$ cat src/rtl/issue_scoreboard_pkg.sv
// Shared types and sizing for the issue-stage register scoreboard.
// Counter width and register count are set here so every file agrees on them.
package issue_scoreboard_pkg;

    localparam int REG_NUM  = 64;
    localparam int SB_CNT_W = 3;
    localparam int REG_AW   = $clog2(REG_NUM);

    typedef logic [REG_AW-1:0]   reg_addr_t;
    typedef logic [SB_CNT_W-1:0] sb_cnt_t;

    localparam sb_cnt_t SB_CNT_MAX = '1;

    typedef struct packed {
        logic      valid;
        logic      ren1;
        logic      ren2;
        reg_addr_t raddr1;
        reg_addr_t raddr2;
        logic      wen;
        reg_addr_t waddr;
    } sb_slot_t;

    // Number of enabled ports (0..2) whose address selects register r.
    function automatic logic [1:0] sb_hits(input logic      a_en,
                                           input reg_addr_t a_addr,
                                           input logic      b_en,
                                           input reg_addr_t b_addr,
                                           input reg_addr_t r);
        sb_hits = {1'b0, (a_en && (a_addr == r))} + {1'b0, (b_en && (b_addr == r))};
    endfunction

endpackage

$ cat src/rtl/issue_scoreboard_if.sv
// Issue/writeback bundle between the issue logic and the scoreboard.
// The master side drives decoded slots, issue strobes, writebacks and flush.
interface issue_scoreboard_if;
    import issue_scoreboard_pkg::*;

    sb_slot_t             inst1;
    sb_slot_t             inst2;
    logic                 inst1_issue;
    logic                 inst2_issue;
    logic [3:0]           wb1_we;
    reg_addr_t            wb1_waddr;
    logic [3:0]           wb2_we;
    reg_addr_t            wb2_waddr;
    logic                 flush;
    logic                 inst1_ready;
    logic                 inst2_ready;
    logic [REG_NUM-1:0]   busy_vec;
    logic                 err_underflow;

    modport master (
        output inst1, inst2, inst1_issue, inst2_issue,
               wb1_we, wb1_waddr, wb2_we, wb2_waddr, flush,
        input  inst1_ready, inst2_ready, busy_vec, err_underflow
    );

    modport slave (
        input  inst1, inst2, inst1_issue, inst2_issue,
               wb1_we, wb1_waddr, wb2_we, wb2_waddr, flush,
        output inst1_ready, inst2_ready, busy_vec, err_underflow
    );

endinterface

$ cat src/rtl/issue_scoreboard_counter.sv
// Pending-write counter for one architectural register.
// Nets up to two increments and two decrements per cycle; clamps at zero.
module issue_scoreboard_counter
    import issue_scoreboard_pkg::*;
(
    input  logic       clk,
    input  logic       rst,
    input  logic       flush,
    input  logic       grace,
    input  logic [1:0] inc,
    input  logic [1:0] dec,
    output sb_cnt_t    cnt,
    output logic       busy,
    output logic       underflow
);

    localparam int SUM_W = SB_CNT_W + 2;

    logic [SUM_W-1:0] sum;
    logic [SUM_W-1:0] dec_ext;
    logic [SUM_W-1:0] nxt;
    logic             short_fall;

    // Overflow is prevented by the ready logic; saturating here only keeps
    // an illegal issue from wrapping the count back to a small value.
    always_comb begin
        sum        = {2'b00, cnt} + {{SB_CNT_W{1'b0}}, inc};
        dec_ext    = {{SB_CNT_W{1'b0}}, dec};
        short_fall = (sum < dec_ext);
        nxt        = '0;
        if (!short_fall) begin
            nxt = sum - dec_ext;
            if (nxt > {2'b00, SB_CNT_MAX}) begin
                nxt = {2'b00, SB_CNT_MAX};
            end
        end
    end

    assign underflow = short_fall && !flush && !grace;
    assign busy      = (cnt != '0);

    always_ff @(posedge clk or posedge rst) begin
        if (rst) begin
            cnt <= '0;
        end else if (flush) begin
            cnt <= '0;
        end else begin
            cnt <= nxt[SB_CNT_W-1:0];
        end
    end

endmodule

$ cat src/rtl/issue_scoreboard.sv
// Issue scoreboard: per-register pending-write counts gating two in-order issue slots.
// Readiness uses registered counts only, so a writeback frees its register one cycle later.
module issue_scoreboard
    import issue_scoreboard_pkg::*;
(
    input  logic                clk,
    input  logic                rst,
    issue_scoreboard_if.slave   sb
);

    sb_cnt_t            cnt [REG_NUM];
    logic [REG_NUM-1:0] busy;
    logic [REG_NUM-1:0] uf;
    logic               grace;
    logic               err;

    logic               src1_ok;
    logic               src2_ok;
    logic               full1;
    logic               full2;
    logic               raw12;
    logic               waw_full;
    logic               ready1;
    logic               ready2;

    assign cnt[0]  = '0;
    assign busy[0] = 1'b0;
    assign uf[0]   = 1'b0;

    // Register 0 is hardwired and never tracked, so counters start at 1.
    for (genvar r = 1; r < REG_NUM; r++) begin : g_cnt
        logic [1:0] inc;
        logic [1:0] dec;

        assign inc = sb_hits(sb.inst1_issue && sb.inst1.wen, sb.inst1.waddr,
                             sb.inst2_issue && sb.inst2.wen, sb.inst2.waddr,
                             reg_addr_t'(r));
        assign dec = sb_hits(|sb.wb1_we, sb.wb1_waddr,
                             |sb.wb2_we, sb.wb2_waddr,
                             reg_addr_t'(r));

        issue_scoreboard_counter u_cnt (
            .clk       (clk),
            .rst       (rst),
            .flush     (sb.flush),
            .grace     (grace),
            .inc       (inc),
            .dec       (dec),
            .cnt       (cnt[r]),
            .busy      (busy[r]),
            .underflow (uf[r])
        );
    end

    always_comb begin
        src1_ok = !(sb.inst1.ren1 && busy[sb.inst1.raddr1]) &&
                  !(sb.inst1.ren2 && busy[sb.inst1.raddr2]);
        src2_ok = !(sb.inst2.ren1 && busy[sb.inst2.raddr1]) &&
                  !(sb.inst2.ren2 && busy[sb.inst2.raddr2]);

        full1 = sb.inst1.wen && (sb.inst1.waddr != '0) && (cnt[sb.inst1.waddr] == SB_CNT_MAX);
        full2 = sb.inst2.wen && (sb.inst2.waddr != '0) && (cnt[sb.inst2.waddr] == SB_CNT_MAX);

        raw12 = sb.inst1.wen && (sb.inst1.waddr != '0) &&
                ((sb.inst2.ren1 && (sb.inst2.raddr1 == sb.inst1.waddr)) ||
                 (sb.inst2.ren2 && (sb.inst2.raddr2 == sb.inst1.waddr)));

        // Both slots writing the same register need room for two more writes.
        waw_full = sb.inst1.wen && sb.inst2.wen && (sb.inst1.waddr == sb.inst2.waddr) &&
                   (sb.inst1.waddr != '0) &&
                   (cnt[sb.inst1.waddr] > (SB_CNT_MAX - sb_cnt_t'(2)));

        ready1 = sb.inst1.valid && src1_ok && !full1;
        ready2 = sb.inst2.valid && sb.inst1_issue && src2_ok && !full2 && !raw12 && !waw_full;
    end

    assign sb.inst1_ready   = ready1;
    assign sb.inst2_ready   = ready2;
    assign sb.busy_vec      = busy;
    assign sb.err_underflow = err;

    // Completions of squashed ops may still arrive the cycle after a flush;
    // grace suppresses the error for exactly that cycle.
    always_ff @(posedge clk or posedge rst) begin
        if (rst) begin
            grace <= 1'b0;
            err   <= 1'b0;
        end else begin
            grace <= sb.flush;
            if (|uf) begin
                err <= 1'b1;
            end
        end
    end

endmodule

$ cat src/flat_wrapper.sv
// flat-port wrapper written by rule: the top's interface ports become plain ports
module issue_scoreboard_flat import issue_scoreboard_pkg::*;
  (clk, rst, sb_inst1, sb_inst2, sb_inst1_issue, sb_inst2_issue, sb_wb1_we, sb_wb1_waddr, sb_wb2_we, sb_wb2_waddr, sb_flush, sb_inst1_ready, sb_inst2_ready, sb_busy_vec, sb_err_underflow);
  issue_scoreboard_if sb_i ();
  input  logic clk;
  input  logic rst;
  input wire logic [$bits(sb_i.inst1)-1:0] sb_inst1;
  input wire logic [$bits(sb_i.inst2)-1:0] sb_inst2;
  input wire logic [$bits(sb_i.inst1_issue)-1:0] sb_inst1_issue;
  input wire logic [$bits(sb_i.inst2_issue)-1:0] sb_inst2_issue;
  input wire logic [$bits(sb_i.wb1_we)-1:0] sb_wb1_we;
  input wire logic [$bits(sb_i.wb1_waddr)-1:0] sb_wb1_waddr;
  input wire logic [$bits(sb_i.wb2_we)-1:0] sb_wb2_we;
  input wire logic [$bits(sb_i.wb2_waddr)-1:0] sb_wb2_waddr;
  input wire logic [$bits(sb_i.flush)-1:0] sb_flush;
  output wire logic [$bits(sb_i.inst1_ready)-1:0] sb_inst1_ready;
  output wire logic [$bits(sb_i.inst2_ready)-1:0] sb_inst2_ready;
  output wire logic [$bits(sb_i.busy_vec)-1:0] sb_busy_vec;
  output wire logic [$bits(sb_i.err_underflow)-1:0] sb_err_underflow;
  assign sb_i.inst1 = sb_inst1;
  assign sb_i.inst2 = sb_inst2;
  assign sb_i.inst1_issue = sb_inst1_issue;
  assign sb_i.inst2_issue = sb_inst2_issue;
  assign sb_i.wb1_we = sb_wb1_we;
  assign sb_i.wb1_waddr = sb_wb1_waddr;
  assign sb_i.wb2_we = sb_wb2_we;
  assign sb_i.wb2_waddr = sb_wb2_waddr;
  assign sb_i.flush = sb_flush;
  assign sb_inst1_ready = sb_i.inst1_ready;
  assign sb_inst2_ready = sb_i.inst2_ready;
  assign sb_busy_vec = sb_i.busy_vec;
  assign sb_err_underflow = sb_i.err_underflow;
  issue_scoreboard u_core (.clk(clk), .rst(rst), .sb(sb_i));
endmodule
$ cat config.mk
export PLATFORM = sky130hd
export DESIGN_NAME = issue_scoreboard_flat
export DESIGN_NICKNAME = d
export VERILOG_FILES = /design/src/rtl/issue_scoreboard_pkg.sv /design/src/rtl/issue_scoreboard_if.sv /design/src/rtl/issue_scoreboard_counter.sv /design/src/rtl/issue_scoreboard.sv /design/src/flat_wrapper.sv
export SDC_FILE = /design/constraint.sdc
export NUM_CORES = 1
export LEC_CHECK = 0
export CELL_PAD_IN_SITES_DETAIL_PLACEMENT = 0
export CELL_PAD_IN_SITES_GLOBAL_PLACEMENT = 1
export CORE_MARGIN = 1
export CORE_UTILIZATION = 52
export CTS_CLUSTER_DIAMETER = 50
export CTS_CLUSTER_SIZE = 24
export DETAILED_ROUTE_END_ITERATION = 6
export PLACE_DENSITY_LB_ADDON = 0.1
export SYNTH_ARGS = -nofsm -noshare
export SYNTH_HDL_FRONTEND = slang
export SYNTH_SLANG_ARGS = --single-unit
$ cat constraint.sdc
create_clock -name clk -period 13.7 [get_ports clk]
set_clock_uncertainty 0.05 [all_clocks]
set_input_delay 4.11 -clock clk [delete_from_list [all_inputs] [get_ports clk]]
set_output_delay 4.11 -clock clk [all_outputs]
set_load 0.02 [all_outputs]
-- Word level (Yosys, flattened, before mapping)
Cells that the tools add are included.
- bits of input ports: 69
- output and inout bits: 67
- flip-flop bits (word level): 191
- word-level logic and storage cells: 1395
- bitwise gates (word level): 2
- multiplexer cells: 203
- $add $sub $neg: 252
- $lt $le $gt $ge: 133
- reduce and logical (&&, ||, !) cells: 483
- equality and inequality tests: 257
- operators with widths (cell ; count):
    6-bit == test (second input constant) ; 128
    3-bit 2-to-1 mux ; 193
    1-bit logical AND ; 404
    6-bit by 5-bit == test with 1-bit output (second input constant) ; 64
    5-bit by 3-bit > comparator with 1-bit output (second input constant) ; 63
    5-bit by 2-bit less-than comparator with 1-bit output ; 63
    4-bit by 2-bit subtractor with 5-bit output ; 63
    1-bit by 1-bit adder with 2-bit output ; 126
    3-bit by 2-bit adder with 4-bit output ; 63
    6-bit by 4-bit == test with 1-bit output (second input constant) ; 32
    3-bit nonzero test ; 63
    6-bit by 3-bit == test with 1-bit output (second input constant) ; 16
    63-bit OR reduction ; 1
    6-bit by 2-bit == test with 1-bit output (second input constant) ; 8
    3-bit binary-select mux with 6-bit select ; 2
    6-bit by 7-bit less-than comparator with 1-bit output (second input constant) ; 4
    1-bit binary-select mux with 6-bit select ; 4
    6-bit by 1-bit == test with 1-bit output (second input constant) ; 4
    6-bit == test ; 3
    7-bit >= comparator (second input constant) ; 2
    6-bit inverter with 7-bit output ; 2
    6-bit nonzero test ; 2
    1-bit zero test ; 10
    4-bit OR reduction ; 2
    other kinds (4) ; 8

-- Longest topological paths before layout
- depth after elaboration: 10
- mapped depth: 17
- depth with buffers taken out: 13

-- Modules after synthesis
A second synthesis with hierarchy kept.
- cell total of the unflattened synthesis: 2949
- area total of the unflattened synthesis: 28488.6 um^2
- by module, submodules not included (module ; cells each ; area each (um^2) ; seq. area each (um^2) ; times used):
    issue_scoreboard_counter ; 31 ; 311.5 ; 75.1 ; 63
    issue_scoreboard ; 996 ; 8861.0 ; 50.0 ; 1

-- Worst setup path after synthesis
No wires, ideal clock.
- path kind: input to output
- start point: input sb_inst1[0]
- end point: output sb_inst1_ready
- cell stages on the path: 9
- data arrival time: 6.427 ns
- setup slack: 3.113 ns
- required time: 9.540 ns
- buffers on the path: 3
- cells stage by stage: buf_2 -> buf_2 -> buf_2 -> mux4_2 -> mux2_2 -> a21oi_1 -> a21oi_1 -> and3_1 -> nor4_2
- longest elaborated chain between the ends: 8
- elaborated cells on any way between the ends: 10
- those cells by class: 1 x eq/ne; 3 x mux; 1 x bitwise; 5 x reduce/logical
- RTL lines (what ; line ; text):
    from (decl) ; flat_wrapper.sv:7 ; input wire logic [$bits(sb_i.inst1)-1:0] sb_inst1;
    6-bit inverter with 7-bit output (not written as such) ; issue_scoreboard.sv:61 ; full1 = sb.inst1.wen && (sb.inst1.waddr != '0) && (cnt[sb.inst1.waddr] == SB_CNT_MAX);
    3-bit binary-select mux with 6-bit select ; issue_scoreboard.sv:61 ;
    3-bit 2-to-1 mux (not written as such) (2 in series) ; issue_scoreboard.sv:61 ;
    3-bit == test ; issue_scoreboard.sv:61 ;
    1-bit logical AND (*) ; issue_scoreboard.sv:61 ;
    1-bit zero test (*) ; issue_scoreboard.sv:73 ; ready1 = sb.inst1.valid && src1_ok && !full1;
    1-bit logical AND (*) ; issue_scoreboard.sv:73 ;
    to (decl) ; flat_wrapper.sv:16 ; output wire logic [$bits(sb_i.inst1_ready)-1:0] sb_inst1_ready;
Mark *: on every way between the ends. The rest lies on a longest branch, timed or not. The select of a mux whose other input is x is not followed.

-- Final worst setup path
- start point: input sb_inst1[3]
- end point: output sb_inst2_ready
- longest elaborated chain between the ends: 8
- elaborated cells on any way between the ends: 21
- those cells by class: 1 x order compare; 3 x eq/ne; 3 x mux; 1 x bitwise; 13 x reduce/logical
- RTL lines (what ; line ; text):
    6-bit inverter with 7-bit output (not written as such) ; issue_scoreboard.sv:71 ; (cnt[sb.inst1.waddr] > (SB_CNT_MAX - sb_cnt_t'(2)));
    3-bit binary-select mux with 6-bit select ; issue_scoreboard.sv:71 ;
    3-bit 2-to-1 mux (not written as such) (2 in series) ; issue_scoreboard.sv:71 ;
    3-bit > comparator ; issue_scoreboard.sv:71 ;
    1-bit logical AND ; issue_scoreboard.sv:70 ; (sb.inst1.waddr != '0) &&
    1-bit zero test ; issue_scoreboard.sv:74 ; ready2 = sb.inst2.valid && sb.inst1_issue && src2_ok && !full2 && !raw12 && !waw_full;
    1-bit logical AND (*) ; issue_scoreboard.sv:74 ;
    to (decl) ; flat_wrapper.sv:17 ; output wire logic [$bits(sb_i.inst2_ready)-1:0] sb_inst2_ready;
Marks and branches as above.

==> impl_metrics.json <==
{
  "pwr-share-clk_pct": 30.9,
  "viasPerCell": 6.76,
  "drtIter0Drc": 3306,
  "die_w_um": 219,
  "place_inst": 3441,
  "whs_ps": 384,
  "yosysWarnings": 0,
  "r2r-end": "u_core.sb.err_underflow$_DFFE_PP0P_",
  "net-switching-power_mw": 0.760,
  "yosysUniqueCellTypes": 70,
  "crit_cells": 9,
  "final_layout_size_suffix_gt1_share_pct": 9.49,
  "syn_area_um2": 24500,
  "grt_max_degree": 126,
  "cts_resized": 0,
  "dp_hpwl_um": 79800,
  "synth_most_common_cell": "nor2_1",
  "pin_count": 136,
  "grt_pass1_vias": 22600,
  "r2r-start": "u_core.g_cnt[3].u_cnt.cnt[0]$_DFF_PP0_",
  "clock-root-buffer": "clkbuf_16",
  "drt_first_pass_iters": 7,
  "synth_common_cells": "nor2_1, inv_1, ha_1, nand2_1, a21oi_1",
  "hold_buffers": 0,
  "fillers": 4222,
  "grt-ovfl-total": 0,
  "synth_edf_count": 0,
  "synth_top_area_cell": "dfrtp_1",
  "syn-num-nets": 3281,
  "area_growth_pct": 8.80,
  "max_stage_delay_ps": 1020,
  "critPathKind": "in2out",
  "fin_cells": 3475,
  "nets": 3300,
  "crit_fanout": 18,
  "fp.dieH_um": 219,
  "track_usage_pct": 44.2,
  "cp_common_cell": "clkdlybuf4s50_1",
  "async_flop_share_pct": 100,
  "dieArea_um2": 48000,
  "arrival_ps": 7790,
  "path_cells": "clkdlybuf4s50_1, buf_4, nor2_1, nand2_1, o221ai_1, nand3_1, a41oi_1, and4_1, clkdlybuf4s50_1",
  "rrSetupSlack_ps": 9370,
  "crit_path_end_kind": "output pin",
  "final.min_clock_period_ps": 11950,
  "crit_end": "sb_inst2_ready",
  "max-slew-margin-rel_pct": 9.98,
  "gp_congestion": 1.07,
  "cts_tree": "yes",
  "multi_input_area_um2": 17600,
  "ir_drop_mv": 0.0902,
  "r2r_cells": 9,
  "postLayoutSetupSlackWorst_ps": 1750,
  "worst_slew_pin_slew_ps": 1340,
  "combinationalPowerShare_pct": 34.1,
  "hold_class": "reg2reg",
  "max_freq_mhz": 83.7,
  "synthCells": 2834,
  "initial_core_util_pct": 52.7,
  "cap_violations": 0,
  "synth_flop_cell": "dfrtp_1",
  "place_ws_ps": 1890,
  "synth-seq-area-share_pct": 19.5,
  "drt-wirelength-per-cell_um": 30.0,
  "totalWireLength_um": 104000,
  "path_buf_inv": 3,
  "powerDensity_nw_per_um2": 70.4,
  "cp.required_ps": 9540,
  "period_share_pct": 87.2,
  "yosys-top-cells-area": "dfrtp_1, ha_1, fa_1",
  "cts.path.max_buffers": 2,
  "drc": 0,
  "crit_family": "simple AND/OR/NAND/NOR gates",
  "switching_share_pct": 40.5,
  "clk_latency_ps": 520,
  "setup_violations": 0,
  "grt_antenna_before_repair": 4,
  "cts_buffers": 17,
  "io_buffers": 134,
  "ys_seq_elements": 191,
  "crit_path_start": "sb_inst1[3]",
  "htreeDepth": 4,
  "fp.coreArea_um2": 46600,
  "slowest_stage": "nor2_1",
  "maxSlewViolCount": 0,
  "p_leak_nw": 11.7,
  "final_hold_viol_count": 0,
  "ant_nets": 0,
  "intPower_mw": 1.12,
  "grt_pass1_wl_um": 150000,
  "rsz0062_at_grt": "false",
  "cts_setup_buffers": 0,
  "critPathLaunchType": "input pin",
  "status": "completed",
  "seq_area_um2": 4780,
  "syn_area_per_cell_um2": 8.65,
  "cts_num_sinks": 191,
  "clk_pin_slew_ps": 80,
  "placementRows": 79,
  "yosysTopAreaCellShare_pct": 19.5,
  "finalSetupTns_ps": 0,
  "seqPwrFrac_pct": 35.0,
  "vias": 23500
}
## cell families after synthesis
| family | synth area share [%] |
|---|---|
| flops | 19.5 |
| simple gates | 17.9 |
| xor+xnor | 5.14 |
| fa+ha+maj | 23.1 |
| buf+inv | 8.85 |
| compound gates | 14.1 |
| mux | 11.3 |
| other cells | 0.0153 |
## area by class of cell
type	instances	share of cell area, %
multi-input combinational	2139	66.0
timing repair buffer	179	6.20
clock buffer	19	1.66
clock inverter	13	0.727
sequential	191	17.9
inverter	325	4.60
antenna	2	0.0188
tap	607	2.85
## power groups by stage
stage               clock (mW)  combinational, mW  sequential, mW
floorplan                    0              0.406           0.630
global placement             0              0.609           0.662
detailed placement           0              0.618           0.663
CTS                      0.586              0.621           0.652
global route             0.601              0.674           0.658
finish                   0.580              0.640           0.658
## how the worst min path moves through the flow
| stage | startpoint | endpoint | slack (ps) | cells after the start |
|---|---|---|---|---|
| 3_5_place_dp | u_core.grace$_DFF_PP0_ | u_core.sb.err_underflow$_DFFE_PP0P_ | 370 | 1 |
| 5_1_grt | u_core.grace$_DFF_PP0_ | u_core.sb.err_underflow$_DFFE_PP0P_ | 390 | 1 |
| 6_report | u_core.grace$_DFF_PP0_ | u_core.sb.err_underflow$_DFFE_PP0P_ | 380 | 1 |
| 4_1_cts | u_core.grace$_DFF_PP0_ | u_core.sb.err_underflow$_DFFE_PP0P_ | 390 | 1 |
| 2_1_floorplan | u_core.grace$_DFF_PP0_ | u_core.sb.err_underflow$_DFFE_PP0P_ | 360 | 1 |
| 3_3_place_gp | u_core.grace$_DFF_PP0_ | u_core.sb.err_underflow$_DFFE_PP0P_ | 370 | 1 |
## routing by layer
metal | track usage, % | vias to the layer above | wire length (um)
met2 | 60.1 | 1654 | 41200
met1 | 58.2 | 11500 | 40200
met4 | 30.5 | 4 | 8220
met5 | 0 | - | 23
li1 | - | 9982 | -
met3 | 15.6 | 366 | 14500
## state kept, by name, indices dropped and copies added (netlist names)
| signal | cells |
|---|---|
| u_core.sb.err_underflow | 1 |
| u_core.g_cnt.u_cnt.cnt | 189 |
| u_core.grace | 1 |
## placed cells by master, fill, tap and decap left out, types with 9 or more instances in the layout
cell,count
a2111oi_0,9
dfrtp_1,191
o22ai_1,9
xnor2_1,9
or3_1,21
nand2b_1,12
ha_1,252
nor4_1,67
a21oi_1,194
a31oi_1,40
or2_2,58
a211o_1,45
nor3_2,9
and3_1,22
o32ai_1,20
xor2_1,135
o211ai_1,13
buf_4,47
nor2b_1,59
nor2_1,328
nand2_1,198
clkbuf_16,17
nor3_1,47
mux2i_1,29
nand3_1,64
fa_1,126
mux2_2,22
a211oi_1,38
inv_1,323
clkdlybuf4s50_1,128
mux4_2,96
o31ai_1,35
o21ai_0,77
nand4_1,17
## through the flow
step | cell area [um2] | util (%) | power [mW]
final | 26700 | 57.3 | 1.88
after detailed placement | 26000 | 55.9 | 1.28
after global placement | 26000 | 55.9 | 1.27
after global routing | 26700 | 57.3 | 1.93
after CTS | 26700 | 57.3 | 1.86
after floorplan | 24500 | - | 1.04
Power figures use the tool's default switching activity.
